===== config.mk =====
export PLATFORM = sky130hd
export DESIGN_NAME = multicycle_maindec
export DESIGN_NICKNAME = d
export VERILOG_FILES = /design/src/rtl/mips_pkg.sv /design/src/rtl/multicycle_maindec.sv
export SDC_FILE = /design/constraint.sdc
export NUM_CORES = 1
export LEC_CHECK = 0
export ABC_AREA = 1
export CAP_MARGIN = 20
export CORE_MARGIN = 3
export CORE_UTILIZATION = 35
export CTS_BUF_LIST = sky130_fd_sc_hd__clkbuf_8
export DETAILED_ROUTE_END_ITERATION = 7
export GPL_TIMING_DRIVEN = 1
export MAX_ROUTING_LAYER = met4
export PLACE_DENSITY = 0.77
export SYNTH_ARGS = -nofsm -noshare
export SYNTH_HDL_FRONTEND = slang
export SYNTH_SLANG_ARGS = --single-unit

===== constraint.sdc =====
create_clock -name clk -period 1.05 [get_ports clk]
set_input_delay 0.21 -clock clk [delete_from_list [all_inputs] [get_ports clk]]
set_output_delay 0.21 -clock clk [all_outputs]
set_load 0.02 [all_outputs]

===== src/rtl/mips_pkg.sv =====
// Shared definitions for the multicycle MIPS control path: opcodes, datapath
// select codes and the main controller state encoding.
package mips_pkg;

  localparam logic [5:0] RTYPE = 6'b000000;
  localparam logic [5:0] LW    = 6'b100011;
  localparam logic [5:0] SW    = 6'b101011;
  localparam logic [5:0] BEQ   = 6'b000100;
  localparam logic [5:0] BNE   = 6'b000101;
  localparam logic [5:0] ADDI  = 6'b001000;
  localparam logic [5:0] ORI   = 6'b001101;
  localparam logic [5:0] ANDI  = 6'b001100;
  localparam logic [5:0] J     = 6'b000010;

  localparam logic [2:0] ALUOP_ADD   = 3'd0;
  localparam logic [2:0] ALUOP_SUB   = 3'd1;
  localparam logic [2:0] ALUOP_OR    = 3'd2;
  localparam logic [2:0] ALUOP_AND   = 3'd3;
  localparam logic [2:0] ALUOP_FUNCT = 3'd4;

  localparam logic [1:0] ALUSRCB_REGB  = 2'b00;
  localparam logic [1:0] ALUSRCB_FOUR  = 2'b01;
  localparam logic [1:0] ALUSRCB_IMM   = 2'b10;
  localparam logic [1:0] ALUSRCB_IMMSH = 2'b11;

  localparam logic [1:0] PCSRC_ALU    = 2'b00;
  localparam logic [1:0] PCSRC_ALUOUT = 2'b01;
  localparam logic [1:0] PCSRC_JUMP   = 2'b10;

  typedef enum logic [3:0] {
    S_FETCH   = 4'd0,
    S_DECODE  = 4'd1,
    S_MEMADR  = 4'd2,
    S_MEMRD   = 4'd3,
    S_MEMWB   = 4'd4,
    S_MEMWR   = 4'd5,
    S_EXECUTE = 4'd6,
    S_ALUWB   = 4'd7,
    S_BRANCH  = 4'd8,
    S_ADDIEX  = 4'd9,
    S_LOGIEX  = 4'd10,
    S_IMMWB   = 4'd11,
    S_JUMP    = 4'd12
  } state_t;

endpackage


===== src/rtl/multicycle_maindec.sv =====
// Main control FSM of the multicycle MIPS datapath: sequences each instruction
// through its states and decodes Moore control signals from the current state.
module multicycle_maindec
  import mips_pkg::*;
#(
  parameter int ALUOP_W  = 3,
  parameter bit MEM_WAIT = 1'b1
) (
  input  logic               clk,
  input  logic               reset_n,
  input  logic [5:0]         op,
  input  logic               mem_ready,
  output logic               mem_req,
  output logic               pcwrite,
  output logic               irwrite,
  output logic               memwrite,
  output logic               iord,
  output logic               regwrite,
  output logic               regdst,
  output logic               memtoreg,
  output logic               alusrca,
  output logic [1:0]         alusrcb,
  output logic               immzext,
  output logic               branch,
  output logic               branch_ne,
  output logic [1:0]         pcsrc,
  output logic [ALUOP_W-1:0] aluop,
  output logic               illegal_op,
  output logic [3:0]         state_o
);

  state_t     state_r;
  state_t     next_state_s;
  logic       ready_s;
  logic [2:0] aluop_s;

  // Without the wait handshake every memory access completes in one cycle.
  assign ready_s = MEM_WAIT ? mem_ready : 1'b1;
  assign aluop   = ALUOP_W'(aluop_s);
  assign state_o = state_r;

  // State register with synchronous active-low reset.
  always_ff @(posedge clk) begin
    if (!reset_n) begin
      state_r <= S_FETCH;
    end else begin
      state_r <= next_state_s;
    end
  end

  // Next-state and output decode; everything reads 0 while reset is held.
  always_comb begin
    next_state_s = S_FETCH;
    mem_req      = 1'b0;
    pcwrite      = 1'b0;
    irwrite      = 1'b0;
    memwrite     = 1'b0;
    iord         = 1'b0;
    regwrite     = 1'b0;
    regdst       = 1'b0;
    memtoreg     = 1'b0;
    alusrca      = 1'b0;
    alusrcb      = ALUSRCB_REGB;
    immzext      = 1'b0;
    branch       = 1'b0;
    branch_ne    = 1'b0;
    pcsrc        = PCSRC_ALU;
    aluop_s      = ALUOP_ADD;
    illegal_op   = 1'b0;
    if (reset_n) begin
      case (state_r)
        S_FETCH: begin
          alusrcb      = ALUSRCB_FOUR;
          mem_req      = 1'b1;
          irwrite      = ready_s;
          pcwrite      = ready_s;
          next_state_s = ready_s ? S_DECODE : S_FETCH;
        end
        S_DECODE: begin
          alusrcb = ALUSRCB_IMMSH;
          case (op)
            RTYPE:     next_state_s = S_EXECUTE;
            LW, SW:    next_state_s = S_MEMADR;
            BEQ, BNE:  next_state_s = S_BRANCH;
            ADDI:      next_state_s = S_ADDIEX;
            ORI, ANDI: next_state_s = S_LOGIEX;
            J:         next_state_s = S_JUMP;
            default: begin
              illegal_op   = 1'b1;
              next_state_s = S_FETCH;
            end
          endcase
        end
        S_MEMADR: begin
          alusrca      = 1'b1;
          alusrcb      = ALUSRCB_IMM;
          next_state_s = (op == SW) ? S_MEMWR : S_MEMRD;
        end
        S_MEMRD: begin
          iord         = 1'b1;
          mem_req      = 1'b1;
          next_state_s = ready_s ? S_MEMWB : S_MEMRD;
        end
        S_MEMWB: begin
          regwrite = 1'b1;
          memtoreg = 1'b1;
        end
        S_MEMWR: begin
          iord         = 1'b1;
          mem_req      = 1'b1;
          memwrite     = 1'b1;
          next_state_s = ready_s ? S_FETCH : S_MEMWR;
        end
        S_EXECUTE: begin
          alusrca      = 1'b1;
          aluop_s      = ALUOP_FUNCT;
          next_state_s = S_ALUWB;
        end
        S_ALUWB: begin
          regwrite = 1'b1;
          regdst   = 1'b1;
        end
        S_BRANCH: begin
          alusrca   = 1'b1;
          aluop_s   = ALUOP_SUB;
          pcsrc     = PCSRC_ALUOUT;
          branch    = (op == BEQ);
          branch_ne = (op == BNE);
        end
        S_ADDIEX: begin
          alusrca      = 1'b1;
          alusrcb      = ALUSRCB_IMM;
          next_state_s = S_IMMWB;
        end
        S_LOGIEX: begin
          alusrca      = 1'b1;
          alusrcb      = ALUSRCB_IMM;
          immzext      = 1'b1;
          aluop_s      = (op == ANDI) ? ALUOP_AND : ALUOP_OR;
          next_state_s = S_IMMWB;
        end
        S_IMMWB: begin
          regwrite = 1'b1;
        end
        S_JUMP: begin
          pcsrc   = PCSRC_JUMP;
          pcwrite = 1'b1;
        end
        default: begin
          next_state_s = S_FETCH;
        end
      endcase
    end else begin
      next_state_s = S_FETCH;
    end
  end

endmodule


==> results of run 1 <==
## cell usage after synthesis
cell and number:
nor2_1 29, nand2_1 26, inv_1 18, nand3_1 13
a21oi_1 5, dfxtp_1 4, nand4_1 4, nand2_2 2
nor2_2 2, nor3_1 2, nor4_1 2, a31oi_1 1
and3_1 1, clkbuf_1 1, inv_2 1, nand3_2 1
nor2_4 1, o211a_1 1, o21ai_0 1
## through the flow
stage	area, um^2	util	hold WS (ns)
floorplan	783	-	0.442
global placement	1370	0.968	0.733
detailed placement	1370	0.968	0.781
## cell families after synthesis
kind of cell	count (synthesis)	share of synthesized area
and+or+nand+nor	83	0.648
buffers and inverters	20	0.131
AOI/OAI and AO/OA	8	0.0808
DFF	4	0.140
==> impl_metrics.yaml, run 1 <==
synth:
  synth_fp_nets: 124
  synth_top_area_cell: "nor2_1"
  yosys_warnings: 0
  synthTopCellsByArea: "nor2_1, nand2_1, dfxtp_1"
  syn-mean-instance-area_um2: 4.98
  yosysSeqAreaShare: 0.140
  synth_cell_types: 19
  synth_top_area_share: 0.190
  synthCells: 115
  ys_seq_elements: 4
  synth_area_um2: 573
place:
  io_buffers: 32
  placed_cells: 193
  place_ws_ns: -1.17
  dp_hpwl_mm: 2.99
  place_congestion: 0.920
cts:
  clock_sink_count: 4
  cts_buffers: 3
  ctsHoldBuffers: 0
  ctsResizeCount: 202
  htreeDepth: 1
  max-clock-path-buffers: 2
  cts_setup_buffers: 9
  cts_root_buf: "clkbuf_8"
status:
  outcome: "aborted with a tool error"
  haltStage: "clock tree synthesis"
  stop_error: "[ERROR DPL-0038] Utilization greater than 100%, impossible to legalize"
floorplanning:
  row_count: 13
  fp.dieW_um: 46.5
  initial_core_util: 0.405
  io_pins: 33
  die_y_um: 46.5
==> run 2, diff against run 1 <==
--- a/config.mk
+++ b/config.mk
@@ -7,13 +7,11 @@
 export LEC_CHECK = 0
 export ABC_AREA = 1
 export CAP_MARGIN = 20
-export CORE_MARGIN = 3
-export CORE_UTILIZATION = 35
-export CTS_BUF_LIST = sky130_fd_sc_hd__clkbuf_8
+export CORE_AREA = 3 3 64 66
 export DETAILED_ROUTE_END_ITERATION = 7
+export DIE_AREA = 0 0 67 69
 export GPL_TIMING_DRIVEN = 1
-export MAX_ROUTING_LAYER = met4
-export PLACE_DENSITY = 0.77
+export PLACE_DENSITY_LB_ADDON = 0.15
 export SYNTH_ARGS = -nofsm -noshare
 export SYNTH_HDL_FRONTEND = slang
 export SYNTH_SLANG_ARGS = --single-unit
==> constraint.sdc (replaced) <==
create_clock -name clk -period 1.37 [get_ports clk]
set_input_delay 0.274 -clock clk [delete_from_list [all_inputs] [get_ports clk]]
set_output_delay 0.274 -clock clk [all_outputs]
set_load 0.02 [all_outputs]
==> run 2 against run 1 <==
Against the previous run:
- the flow now finishes, with violations (setup timing)
- synthesized cell count did not move
- area after synthesis did not move
==> impl_metrics.yaml, run 2 <==
routing:
  dr.pass1.iters: 4
  drc: 0
  ant_nets: 0
  wirelength_mm: 2.73
  wl_per_cell_um: 11.0
  via_per_inst: 4.12
  vias: 1021
  first_iter_violations: 21
finish:
  diodes: 0
  largest_register_ffs: 4
  fin_area_um2: 1750
  syn_to_final_growth_pct: 205
  most-common-layout-cells: "buf_4, buf_6, nor2_4, nand2_1, nor2_1"
  final_common_cell: "buf_4"
  layoutNonFillerInstCount: 248
  nets: 210
  drive_gt1_frac: 0.665
cts:
  tritoncts: "done"
  cts_root_buf: "clkbuf_8"
  clock_sink_count: 4
  clk_latency_ns: 0.22
  htreeDepth: 1
  cts_buffers: 3
  ctsHoldBuffers: 0
  max-clock-path-buffers: 2
  clk_pin_slew_ns: 0.03
sta:
  timing.final.crit_period_ns: 1.60
  fin_hold_ws_ns: 0.722
  fin_crit_sh: 1.17
  hold_viol: 0
  rsz0062_at_grt: "yes"
  slew_violations: 0
  max_slew.worst_pin.slew_ns: 0.243
  setup_violations: 20
  relSlewSlack: 0.838
  clock_skew_ns: 0.00320
  setup_ws_ns: -0.230
  max_freq_ghz: 0.625
  setup_tns_ns: -2.68
power:
  power_w: 0.000660
  p_leak_nw: 0.870
  power.density_nw_per_um2: 377
  peakVddDrop_uv: 324
synth:
  synth_flop_cell: "dfxtp_1"
  synth-edff-count: 0
  synth_area_um2: 573
  async_reset_ff_frac: 0
  synthCells: 115
  synthTopCellsByArea: "nor2_1, nand2_1, dfxtp_1"
  syn-mean-instance-area_um2: 4.98
  ys_seq_elements: 4
  synth_common_cells: "nor2_1, nand2_1, inv_1"
  synth_top_area_cell: "nor2_1"
  synth_cell_types: 19
  synth_fp_nets: 124
  yosys_warnings: 0
  synth_most_common_cell: "nor2_1"
  synth_top_area_share: 0.190
  yosysSeqAreaShare: 0.140
grt:
  grt_first_pass_wirelength_mm: 4.37
  grt-ovfl-total: 0
  grt_max_degree: 10
  grt_pass1_vias: 1043
  antenna_found_initial: 0
  gr-usage-all-layers: 0.116
critical_path:
  path_class: "reg -> out"
  critPathLaunchType: "flop"
  end_kind: "output port"
  worstPathRequired_ns: 1.10
  cp_max_fo: 4
  critPathArrivalTime_ns: 1.33
floorplanning:
  die_y_um: 69
  fp.dieW_um: 67
  initial_core_util: 0.158
  dieArea_um2: 4620
  core-area_um2: 3630
  io_pins: 33
  row_count: 22
place:
  place_congestion: 0.872
  placed_cells: 232
  dpl-instance-area_um2: 1320
  dp_hpwl_mm: 2.10
  io_buffers: 32
min_path:
  hold_class: "in -> reg"
flow_run:
  cap_violations: 0
status:
  outcome: "complete, but fails checks"
  violations: "setup timing"
[run 2: cell counts after synthesis]
No cell type changed its count.
[run 2: where the power goes]
part           leakage, nW  internal, W  total, W  switching, W
sequential          0.0355     0.000115  0.000122    0.00000704
combinational        0.812     0.000133  0.000279      0.000146
clock               0.0228     0.000199  0.000258     0.0000594
[run 2: metrics by stage]
stage	util	worst slack, ns
6_report	0.481	-0.230
5_1_grt	0.481	-0.311
4_1_cts	0.409	-0.215
3_5_place_dp	0.363	-0.915
3_3_place_gp	0.363	-0.881
2_1_floorplan	-	-0.0638
[run 2: cell families after synthesis]
logic type      after synthesis  synth area share
simple gates                 83             0.648
compound gates                8            0.0808
flops                         4             0.140
buf+inv                      20             0.131
[run 2: layout make-up]
type	instances	area (um^2)
Sequential cell	4	95.1
Fill cell	379	1890
Tap cell	48	60.1
Clock buffer	4	45.0
Inverter	19	96.3
Timing Repair Buffer	82	734
Multi-Input combinational cell	91	717
[run 2: routing by layer]
layer | vias up | track usage | wire, um | part of all wire
met5 | - | 0 | 0 | 0
met4 | 0 | 0.0270 | 0 | 0
met3 | 0 | 0.0147 | 94 | 0.034
met2 | 20 | 0.210 | 1480 | 0.54
met1 | 464 | 0.141 | 1160 | 0.42
li1 | 537 | - | - | -
[run 2: repair_timing]
action | 4_1_cts | 5_1_grt
setup buffers | 7 | 7
gates resized for setup | 158 | 61
gates cloned | 0 | 0
setup endpoints to repair | 28 | 22
pin swaps | 11 | 16
[run 2: path summary, 6_finish.rpt]
path,start,end,cells past startpoint,slack [ns]
setup / recovery,state_o[0],illegal_op,4,-0.23
hold / removal,op[1],state_o[1],6,0.72
setup reg to reg,state_o[3],state_o[1],10,0.04
hold reg to reg,state_o[0],state_o[3],5,0.78
[run 2: critical path: stages, from the launching register on]
cell and delay [ns]:
dfxtp_4 0.37, buf_6 0.11, nand4_1 0.15, nor4_4 0.29, buf_4 0.18
Power figures use the tool's default switching activity.
